$ cat src/rtl/uart_tx_arbiter.sv
// ---------------------------------------------------------------------------
// uart_tx_arbiter
//
// Round-robin, packet-granular arbiter that shares the single UART TX byte
// stream between PORTS requester streams (command responder, event dumper,
// status reporter, ...). A grant is held from the first beat of a packet up
// to its tlast beat so bytes from different sources never interleave. A stall
// watchdog revokes the grant of a requester that stops sending mid-packet.
//
// Ports:
//   clk          core clock
//   rst          asynchronous active-high reset
//   s_tdata      requester data, port i at [i*DATA_WIDTH +: DATA_WIDTH]
//   s_tvalid     requester valid, one bit per port
//   s_tlast      requester end-of-packet, one bit per port
//   s_tready     requester ready, only the granted port can see m_tready
//   m_tdata      byte to the UART TX stream
//   m_tvalid     valid to the UART TX stream
//   m_tlast      end-of-packet to the UART TX stream
//   m_tready     ready from the UART TX stream
//   grant        one-hot grant, zero while idle
//   busy         high while a grant is held
//   timeout_err  one-cycle pulse when the watchdog revokes a grant
// ---------------------------------------------------------------------------
module uart_tx_arbiter #(
    parameter int PORTS      = 3,
    parameter int DATA_WIDTH = 8,
    parameter int TIMEOUT    = 4096,
    parameter int CNT_W      = 13
) (
    input  logic                        clk,
    input  logic                        rst,
    input  logic [PORTS*DATA_WIDTH-1:0] s_tdata,
    input  logic [PORTS-1:0]            s_tvalid,
    input  logic [PORTS-1:0]            s_tlast,
    output logic [PORTS-1:0]            s_tready,
    output logic [DATA_WIDTH-1:0]       m_tdata,
    output logic                        m_tvalid,
    output logic                        m_tlast,
    input  logic                        m_tready,
    output logic [PORTS-1:0]            grant,
    output logic                        busy,
    output logic                        timeout_err
);

    localparam int PTR_W = (PORTS > 1) ? $clog2(PORTS) : 1;

    localparam logic [0:0] ST_IDLE = 1'b0;
    localparam logic [0:0] ST_XFER = 1'b1;

    logic [0:0]            state;
    logic [PTR_W-1:0]      ptr;
    logic [CNT_W-1:0]      wd_cnt;
    logic [PORTS-1:0]      grant_q;
    logic                  terr_q;

    logic [DATA_WIDTH-1:0] port_data [PORTS];

    logic                  any_req;
    logic [PTR_W-1:0]      next_idx;

    logic                  in_xfer;
    logic                  cur_valid;
    logic                  cur_last;
    logic                  beat;
    logic                  stall;
    logic                  wd_expire;

    // Unpack the flat data bus so the selected port can be picked by index.
    for (genvar g = 0; g < PORTS; g++) begin : g_unpack
        assign port_data[g] = s_tdata[g*DATA_WIDTH +: DATA_WIDTH];
    end

    // Round-robin search: start just after the last-served port and wrap, so
    // the port served most recently is always considered last.
    always_comb begin : arb_search
        int               idx;
        logic [PTR_W-1:0] idx_b;
        any_req  = 1'b0;
        next_idx = ptr;
        idx      = 0;
        idx_b    = '0;
        for (int k = 1; k <= PORTS; k++) begin
            idx   = (int'(ptr) + k) % PORTS;
            idx_b = PTR_W'(idx);
            if (!any_req && s_tvalid[idx_b]) begin
                any_req  = 1'b1;
                next_idx = idx_b;
            end
        end
    end

    // While a grant is held the pointer doubles as the selected port index.
    assign in_xfer   = (state == ST_XFER);
    assign cur_valid = s_tvalid[ptr];
    assign cur_last  = s_tlast[ptr];
    assign beat      = in_xfer & cur_valid & m_tready;
    // Only a missing valid is a stall; backpressure from downstream is not.
    assign stall     = in_xfer & ~cur_valid;
    assign wd_expire = (TIMEOUT > 0) && stall && (wd_cnt == CNT_W'(TIMEOUT - 1));

    // Combinational pass-through of the granted port; everything is held at
    // zero while idle.
    always_comb begin
        s_tready = '0;
        m_tvalid = 1'b0;
        m_tdata  = '0;
        m_tlast  = 1'b0;
        if (in_xfer) begin
            s_tready[ptr] = m_tready;
            m_tvalid      = cur_valid;
            m_tdata       = port_data[ptr];
            m_tlast       = cur_last;
        end
    end

    // Arbitration state, grant register and stall watchdog. On a watchdog
    // revoke the pointer already names the offending port, so it becomes the
    // lowest priority in the next round without an explicit update.
    always_ff @(posedge clk or posedge rst) begin
        if (rst) begin
            state   <= ST_IDLE;
            ptr     <= PTR_W'(PORTS - 1);
            wd_cnt  <= '0;
            grant_q <= '0;
            terr_q  <= 1'b0;
        end else begin
            terr_q <= 1'b0;
            case (state)
                ST_IDLE: begin
                    if (any_req) begin
                        state   <= ST_XFER;
                        ptr     <= next_idx;
                        grant_q <= {{(PORTS-1){1'b0}}, 1'b1} << next_idx;
                        wd_cnt  <= '0;
                    end
                end
                ST_XFER: begin
                    if (beat) begin
                        wd_cnt <= '0;
                        if (cur_last) begin
                            state   <= ST_IDLE;
                            grant_q <= '0;
                        end
                    end else if (wd_expire) begin
                        state   <= ST_IDLE;
                        grant_q <= '0;
                        terr_q  <= 1'b1;
                        wd_cnt  <= '0;
                    end else if (stall && (TIMEOUT > 0)) begin
                        wd_cnt <= wd_cnt + CNT_W'(1);
                    end
                end
                default: begin
                    state   <= ST_IDLE;
                    grant_q <= '0;
                end
            endcase
        end
    end

    assign grant       = grant_q;
    assign busy        = in_xfer;
    assign timeout_err = terr_q;

endmodule

$ cat config.mk
export PLATFORM = sky130hd
export DESIGN_NAME = uart_tx_arbiter
export DESIGN_NICKNAME = d
export VERILOG_FILES = /design/src/rtl/uart_tx_arbiter.sv
export SDC_FILE = /design/constraint.sdc
export NUM_CORES = 1
export LEC_CHECK = 0
export CAP_MARGIN = 10
export CORE_MARGIN = 2
export CORE_UTILIZATION = 32
export CTS_CLUSTER_SIZE = 16
export DETAILED_ROUTE_END_ITERATION = 16
export SETUP_SLACK_MARGIN = 0.5
export SYNTH_ARGS = -nofsm -noshare
export SYNTH_HDL_FRONTEND = slang
export SYNTH_SLANG_ARGS = --single-unit
$ cat constraint.sdc
create_clock -name clk -period 5.9 [get_ports clk]
set_input_delay 1.18 -clock clk [delete_from_list [all_inputs] [get_ports clk]]
set_output_delay 1.18 -clock clk [all_outputs]
set_load 0.01 [all_outputs]
== After elaboration in Yosys (flattened, before gate mapping) ==
Cells that the tools add are included.
W data, S select, Z words.
Storage, ports and cells
  bits in registers: 20
  bits of input ports: 33
  output and inout bits: 18
  word-level logic and storage cells: 83
Cells by class
  shift-type cells: 1
  add/subtract/negate cells: 4
  divide/modulo/power cells: 3
  multiplexer cells: 43
  bitwise gates (word level): 7
  equal/unequal tests: 5
  reduce and logical (&&, ||, !) cells: 9
  magnitude comparators: 6
Operators by type and width (count)
  $mod A32 B3 Y32 const B: 3
  $mux W13: 4
  $pmux W13 S2: 1
  $mux W8: 3
  $mux W1: 18
  $bmux W8 S2: 1
  $mux W3: 5
  $add A13 B1 Y13 const B: 1
  $eq A13 B12 Y1 const B: 1
  $lt A2 B3 Y1 const B: 4
  $bmux W1 S2: 5
  $add A2 B2 Y3 const B: 2
  $mux W2: 3
  $pmux W3 S2: 1
  $logic_and A1 B1 Y1: 4
  $ne A4 B1 Y1 const B: 1
  $reduce_and A2 Y1: 2
  $add A2 B1 Y3 const B: 1
  $and A1 B1 Y1: 3
  $and A3 B3 Y3: 1
  $ge A3 B3 Y1 const B: 1
  $ne A3 B1 Y1 const B: 1
  $ne A3 B3 Y1 const B: 1
  $not A2 Y3: 1
  8 further kinds: 10

== Longest topological paths before layout ==
Gate-level depths: netlist of the first run.
  depth in word-level cells: 14
  depth in mapped cells: 9

== Least setup slack after synthesis of the first run ==
Ideal clock, no wire load.
  path type: input -> output
  from: input port s_tvalid[0]
  to: output port m_tvalid
  path slack: 2.996 ns
  cell stages on the path: 3
  arrival: 1.724 ns
  path buffers: 0
  data required time: 4.720 ns
  cell sequence: mux2_4 -> a21oi_1 -> inv_1
Between the ends
  word-level cells in the longest chain between the ends: 3
RTL lines
  start: declaration: line 34  | input logic [PORTS-1:0] s_tvalid,
  $bmux W1 S2: line 95  | assign cur_valid = s_tvalid[ptr];
  $mux W1 (implied by the code): line 95
  $mux W1: line 109  | if (in_xfer) begin
  end: declaration: line 38  | output logic m_tvalid,
Every way passes these cells. The select of a mux whose other input is x is not followed.

== Worst setup path after layout of the first run ==
Ends and elaborated chain as after synthesis.

==> flow_metrics.tcl, run 1 <==
set metrics [dict create \
    status "completed" \
    clock_latency_ns 0.26 \
    antennaDiodeCount 0 \
    grt-ovfl-total 0 \
    hold_viol 0 \
    num_rows 25 \
    yosys_warnings 0 \
    ctsResizeCount 0 \
    numCtsBuffers 3 \
    whs_ns 0.480 \
    min_period_over_period 0.672 \
    async_flop_share 1.00 \
    clockBufferDepth 2 \
    maxCapViolCount 0 \
    grt_pass1_wl_um 7160 \
    worstPathCellList "clkdlybuf4s50_1 -> mux2_4 -> a21oi_1 -> inv_1 -> clkdlybuf4s50_1" \
    wirelength_um 4070 \
    period_needed_ns 3.96 \
    drt_iter0_drc 94 \
    syn_inst 184 \
    wire_per_inst_um 13.7 \
    syn_to_final_growth_pct 38.0 \
    avgSynthCellArea_um2 8.55 \
    grt_pass1_vias 1573 \
    antenna_found_initial 0 \
    io_buffers 50 \
    setup_tns_ns 0 \
    crit_fanout 7 \
    dp_cells 292 \
    grt_start_max_net_pins 22 \
    post_cts_buffers 0 \
    postCtsHoldBufs 0 \
    htree_levels 1 \
    netlist_area_mm2 0.00157 \
    intPower_uw 552 \
    critPathArrivalTime_ns 2.78 \
    die_w_um 74.1 \
    drc_errors 0 \
    synthFlopType "dfrtp_1" \
    firstDrtPassIters 4 \
    powerDensity_mw_per_mm2 443 \
    seq_power_share 0.237 \
    syn_nets 223 \
    finalNetCount 269 \
    post_drt_via_cell_ratio 5.13 \
    post_route_cells_drive_above_1_share 0.0568 \
    leakage_uw 0.000964 \
    critical_path.max_stage_delay_ns 0.52 \
    synth-edff-count 0 \
    track_usage 0.163 \
    die_area_mm2 0.00550 \
    max_freq_mhz 252 \
    critPathRequiredTime_ns 4.72 \
    worst_setup_path_end_kind "output pin" \
    cp_common_cell "clkdlybuf4s50_1" \
    clock_sinks 20 \
    critPathKind "in2out" \
    io_pins 51 \
    comb_power_share 0.621 \
    ir_worst_vdd_uv 154 \
    rsz0062_at_grt "false" \
    p_sw_uw 411 \
    final_max_slew_viol_count 0 \
    setup_viol 0 \
    synth_cell_types 44 \
    slew_headroom 0.408 \
    start_util 0.333 \
    seq_area_frac_synth 0.319 \
    gp_congestion 0.759 \
    root_buffer "clkbuf_8" \
    die_h_um 74.1 \
    hpwl_um 2970 \
    n_fill_cell 485 \
    p_sw_frac 0.427 \
    drt.antenna.violating_nets 0 \
    synth_seq_cells 20 \
    hp-class "reg2reg" \
    worstMarginPinSlew_ns 0.887 \
    final_util 0.460 \
    core_mm2 0.00472 \
    clock_power_share 0.143 \
    via_count 1519 \
    cts.clk_slew.worst_paths_ns 0.08 \
    fin_worst_skew_ns 0.00533 \
    cts_tree "done" \
    instances_no_fill 296 \
    cp-start-kind "input port" \
    crit_slowest_cell "clkdlybuf4s50_1" \
]
-- metal layers --
metal  global-route usage  wire length [um]  vias to the layer above  part of all wire
met5                    0                 0                        -                 0
met4               0.0343                38                        0            0.0093
met3               0.0366               187                        4             0.046
met2                0.266              1900                       50              0.47
met1                0.223              1940                      695              0.48
li1                     -                 -                      770                 -
-- layout make-up --
class                           count  area, um^2  share of cell area
Tap cell                           67        83.8              0.0386
Multi-Input combinational cell    146         981               0.452
Timing Repair Buffer               50         500               0.230
Clock inverter                      1        30.0              0.0138
Sequential cell                    20         502               0.231
Clock buffer                        3        41.3              0.0190
Inverter                            9        33.8              0.0156
-- cell usage in the layout (no fill, tap or decap), types with 2 or more instances in the layout --
| master | instances |
|---|---|
| nor2b_1 | 2 |
| clkdlybuf4s50_1 | 50 |
| o21ai_0 | 5 |
| a21oi_1 | 18 |
| mux2i_1 | 12 |
| nand3_1 | 6 |
| nand2b_1 | 3 |
| dfrtp_1 | 19 |
| nand2_1 | 13 |
| nor2_1 | 22 |
| o21a_1 | 2 |
| or2_2 | 2 |
| clkbuf_8 | 3 |
| and3_1 | 8 |
| a21o_1 | 5 |
| ha_1 | 6 |
| a22o_1 | 5 |
| a41oi_1 | 4 |
| a221oi_1 | 2 |
| o2bb2ai_1 | 3 |
| a221o_1 | 2 |
| inv_1 | 8 |
| a31oi_1 | 8 |
-- worst paths after layout --
| kind | start | to | slack, ns | depth (start not counted) |
|---|---|---|---|---|
| max | s_tvalid[0] | m_tvalid | 1.94 | 5 |
| min | grant[1]$_DFFE_PP0P_ | grant[1]$_DFFE_PP0P_ | 0.48 | 1 |
| max reg2reg | ptr[1]$_DFFE_PP1P_ | wd_cnt[6]$_DFFE_PP0P_ | 2.89 | 7 |
| min reg2reg | grant[1]$_DFFE_PP0P_ | grant[1]$_DFFE_PP0P_ | 0.48 | 1 |
| max in group asynchronous | rst | wd_cnt[1]$_DFFE_PP0P_ | 4.07 | 2 |
| min in group asynchronous | rst | ptr[0]$_DFFE_PP0P_ | 1.35 | 2 |
-- synth_stat cells, drive strengths merged (3+ instances only) --
master | instances | area share
a41oi | 5 | 0.033
o2bb2ai | 3 | 0.017
and3 | 8 | 0.032
a21oi | 18 | 0.057
buf | 4 | 0.025
nand2 | 13 | 0.031
clkbuf | 5 | 0.012
nand3 | 6 | 0.019
nor2 | 22 | 0.052
inv | 8 | 0.019
a31oi | 8 | 0.032
ha | 6 | 0.048
dfrtp | 19 | 0.30
a22o | 5 | 0.028
mux2i | 12 | 0.076
o21ai | 5 | 0.016
a21o | 5 | 0.024
nand2b | 3 | 0.012
-- critical path: cells and delay by family --
kind	cells	cell delay, ns
AO/OA/AOI/OAI	1	0.22
buffers and inverters	3	1.07
multiplexers	1	0.32
-- logic make-up (layout without fill, tap and decap cells) --
logic type,Yosys count,count (layout),share of synthesized area
buffers and inverters,18,63,0.0580
AOI/OAI and AO/OA,62,62,0.281
DFF,20,20,0.319
adders and majority gates,6,6,0.0477
muxes,14,14,0.0930
xor gates and xnor gates,2,2,0.0111
and+or+nand+nor,62,62,0.191
-- stage by stage --
stage / total power (uW) / setup slack, ns / cell area (um^2)
after CTS: 968 / 1.93 / 2170
after global routing: 1050 / 1.86 / 2170
final: 962 / 1.94 / 2170
after floorplan: 636 / 3.00 / 1570
after detailed placement: 826 / 1.94 / 2100
after global placement: 823 / 1.94 / 2100
-- registers in the layout (all words and copies together) (netlist names) --
name,cells
timeout_err,1
ptr,2
grant,3
wd_cnt,13
busy,1
-- power groups by stage --
stage / combinational, uW / clock [uW] / sequential [uW]
2_1_floorplan: 443 / 0 / 193
3_3_place_gp: 591 / 0 / 232
3_5_place_dp: 594 / 0 / 232
4_1_cts: 598 / 140 / 229
5_1_grt: 665 / 148 / 237
6_report: 597 / 137 / 228
Note: power is estimated with default switching activity, not from simulation.
==> run 2: changes to the inputs <==
- clock period: 5.9 -> 3.6 ns (I/O delays scaled with it)
==> flow_metrics.tcl, run 2 (same netlist as run 1, synthesis figures left out) <==
set metrics [dict create \
    firstDrtPassIters 4 \
    gp_congestion 0.744 \
    numCtsBuffers 3 \
    critPathTopFamily "buffers and inverters" \
    num_rows 25 \
    final_cell_mix "50 x clkdlybuf4s50_1, 22 x nor2_1, 18 x dfrtp_1" \
    power_uw 1560 \
    cp_common_cell "clkdlybuf4s50_1" \
    htree_levels 1 \
    via_count 1558 \
    hpwl_um 2850 \
    rsz0062_at_grt "false" \
    drt_iter0_drc 145 \
    worstMarginPinSlew_ns 0.775 \
    cts.clk_slew.worst_paths_ns 0.08 \
    met1Wirelength_um 1930 \
    io_pins 51 \
    track_usage 0.150 \
    period_needed_ns 3.00 \
    critPathArrivalTime_ns 2.28 \
    clock_latency_ns 0.26 \
    maxCapViolCount 0 \
    dp_cells 295 \
    setup_viol 0 \
    regMostFlops "wd_cnt" \
    post_drt_via_cell_ratio 5.21 \
    cp-start-kind "input port" \
    critical_path.max_stage_delay_ns 0.53 \
    whs_ns 0.479 \
    setup_ws_ns 0.603 \
    wire_per_inst_um 13.0 \
    grt_pass1_vias 1403 \
    clockBufferDepth 2 \
    io_buffers 50 \
    core_mm2 0.00472 \
    ir_worst_vdd_uv 243 \
    slew_headroom 0.483 \
    drc_errors 0 \
    grt-ovfl-total 0 \
    wl_met3_um 194 \
    syn_to_final_growth_pct 39.0 \
    die_area_mm2 0.00550 \
    start_util 0.333 \
    top_layer "met4" \
    grt_pass1_wl_um 6530 \
    wirelength_um 3880 \
    die_w_um 74.1 \
    post_route_cells_drive_above_1_share 0.0862 \
    drt.antenna.violating_nets 0 \
    antenna_found_initial 0 \
    pre_cts_slack_ns 0.562 \
    powerDensity_mw_per_mm2 711 \
    critPathKind "in2out" \
    min_period_over_period 0.832 \
    n_fill_cell 472 \
    worstPathCellList "clkdlybuf4s50_1 -> mux2_4 -> a21oi_2 -> inv_1 -> clkdlybuf4s50_1" \
    leakage_uw 0.000970 \
    fin_worst_skew_ns 0.00604 \
    mostFrequentLayoutCell "clkdlybuf4s50_1" \
    met2WireLength_um 1720 \
    cts_tree "done" \
    crit_fanout 7 \
    clock_sinks 20 \
    grt_start_max_net_pins 21 \
    final_max_slew_viol_count 0 \
    die_h_um 74.1 \
    largest_reg_flops 13 \
    critPathRequiredTime_ns 2.88 \
    worst_setup_path_end_kind "output pin" \
    postCtsHoldBufs 0 \
    status "completed" \
    root_buffer "clkbuf_8" \
    finalNetCount 272 \
    path_buf_inv 3 \
    max_freq_mhz 334 \
    antennaDiodeCount 0 \
    setup_tns_ns 0 \
    post_cts_buffers 0 \
    hold_viol 0 \
    hp-class "reg2reg" \
    crit_slowest_cell "clkdlybuf4s50_1" \
    instances_no_fill 299 \
]
run 2: cell type report:
cell class,count,area (um^2),area share
multi-input cells,146,990,0.452
repair buffers,53,523,0.239
flip-flops and latches,20,503,0.230
well taps,67,83.8,0.0383
clock buffers,4,55.1,0.0252
inverters,9,33.8,0.0154
run 2: timing repair:
action	4_1_cts	5_1_grt
setup endpoints to repair	0	9
hold endpoints to repair	0	0
resized for setup	0	4
run 2: final timing paths:
path                                 startpoint                    end  slack [ns]  cells past startpoint
setup / recovery                    s_tvalid[0]               m_tvalid        0.60                      5
hold / removal             grant[1]$_DFFE_PP0P_   grant[1]$_DFFE_PP0P_        0.48                      1
setup reg to reg             ptr[1]$_DFFE_PP1P_     ptr[0]$_DFFE_PP0P_        0.73                      7
hold reg to reg            grant[1]$_DFFE_PP0P_   grant[1]$_DFFE_PP0P_        0.48                      1
max in group asynchronous                   rst     ptr[0]$_DFFE_PP0P_        2.17                      2
min in group asynchronous                   rst  wd_cnt[9]$_DFFE_PP0P_        0.90                      2
run 2: routing by layer:
layer / GRT usage / vias to the layer above
met4: 0.0242 / 0
met5: 0 / -
met2: 0.231 / 42
met1: 0.218 / 731
li1: - / 781
met3: 0.0339 / 4
run 2: power by group:
group | total (uW) | switching [uW] | internal, uW
Clock | 173 | 75.8 | 97.5
Combinational | 1010 | 503 | 509
Sequential | 371 | 94.8 | 276
run 2: metrics by stage:
step | util | instance area, um^2
final | 0.463 | 2190
after global routing | 0.463 | 2190
after CTS | 0.461 | 2180
after detailed placement | 0.450 | 2120
after global placement | 0.450 | 2120
after floorplan | - | 1570
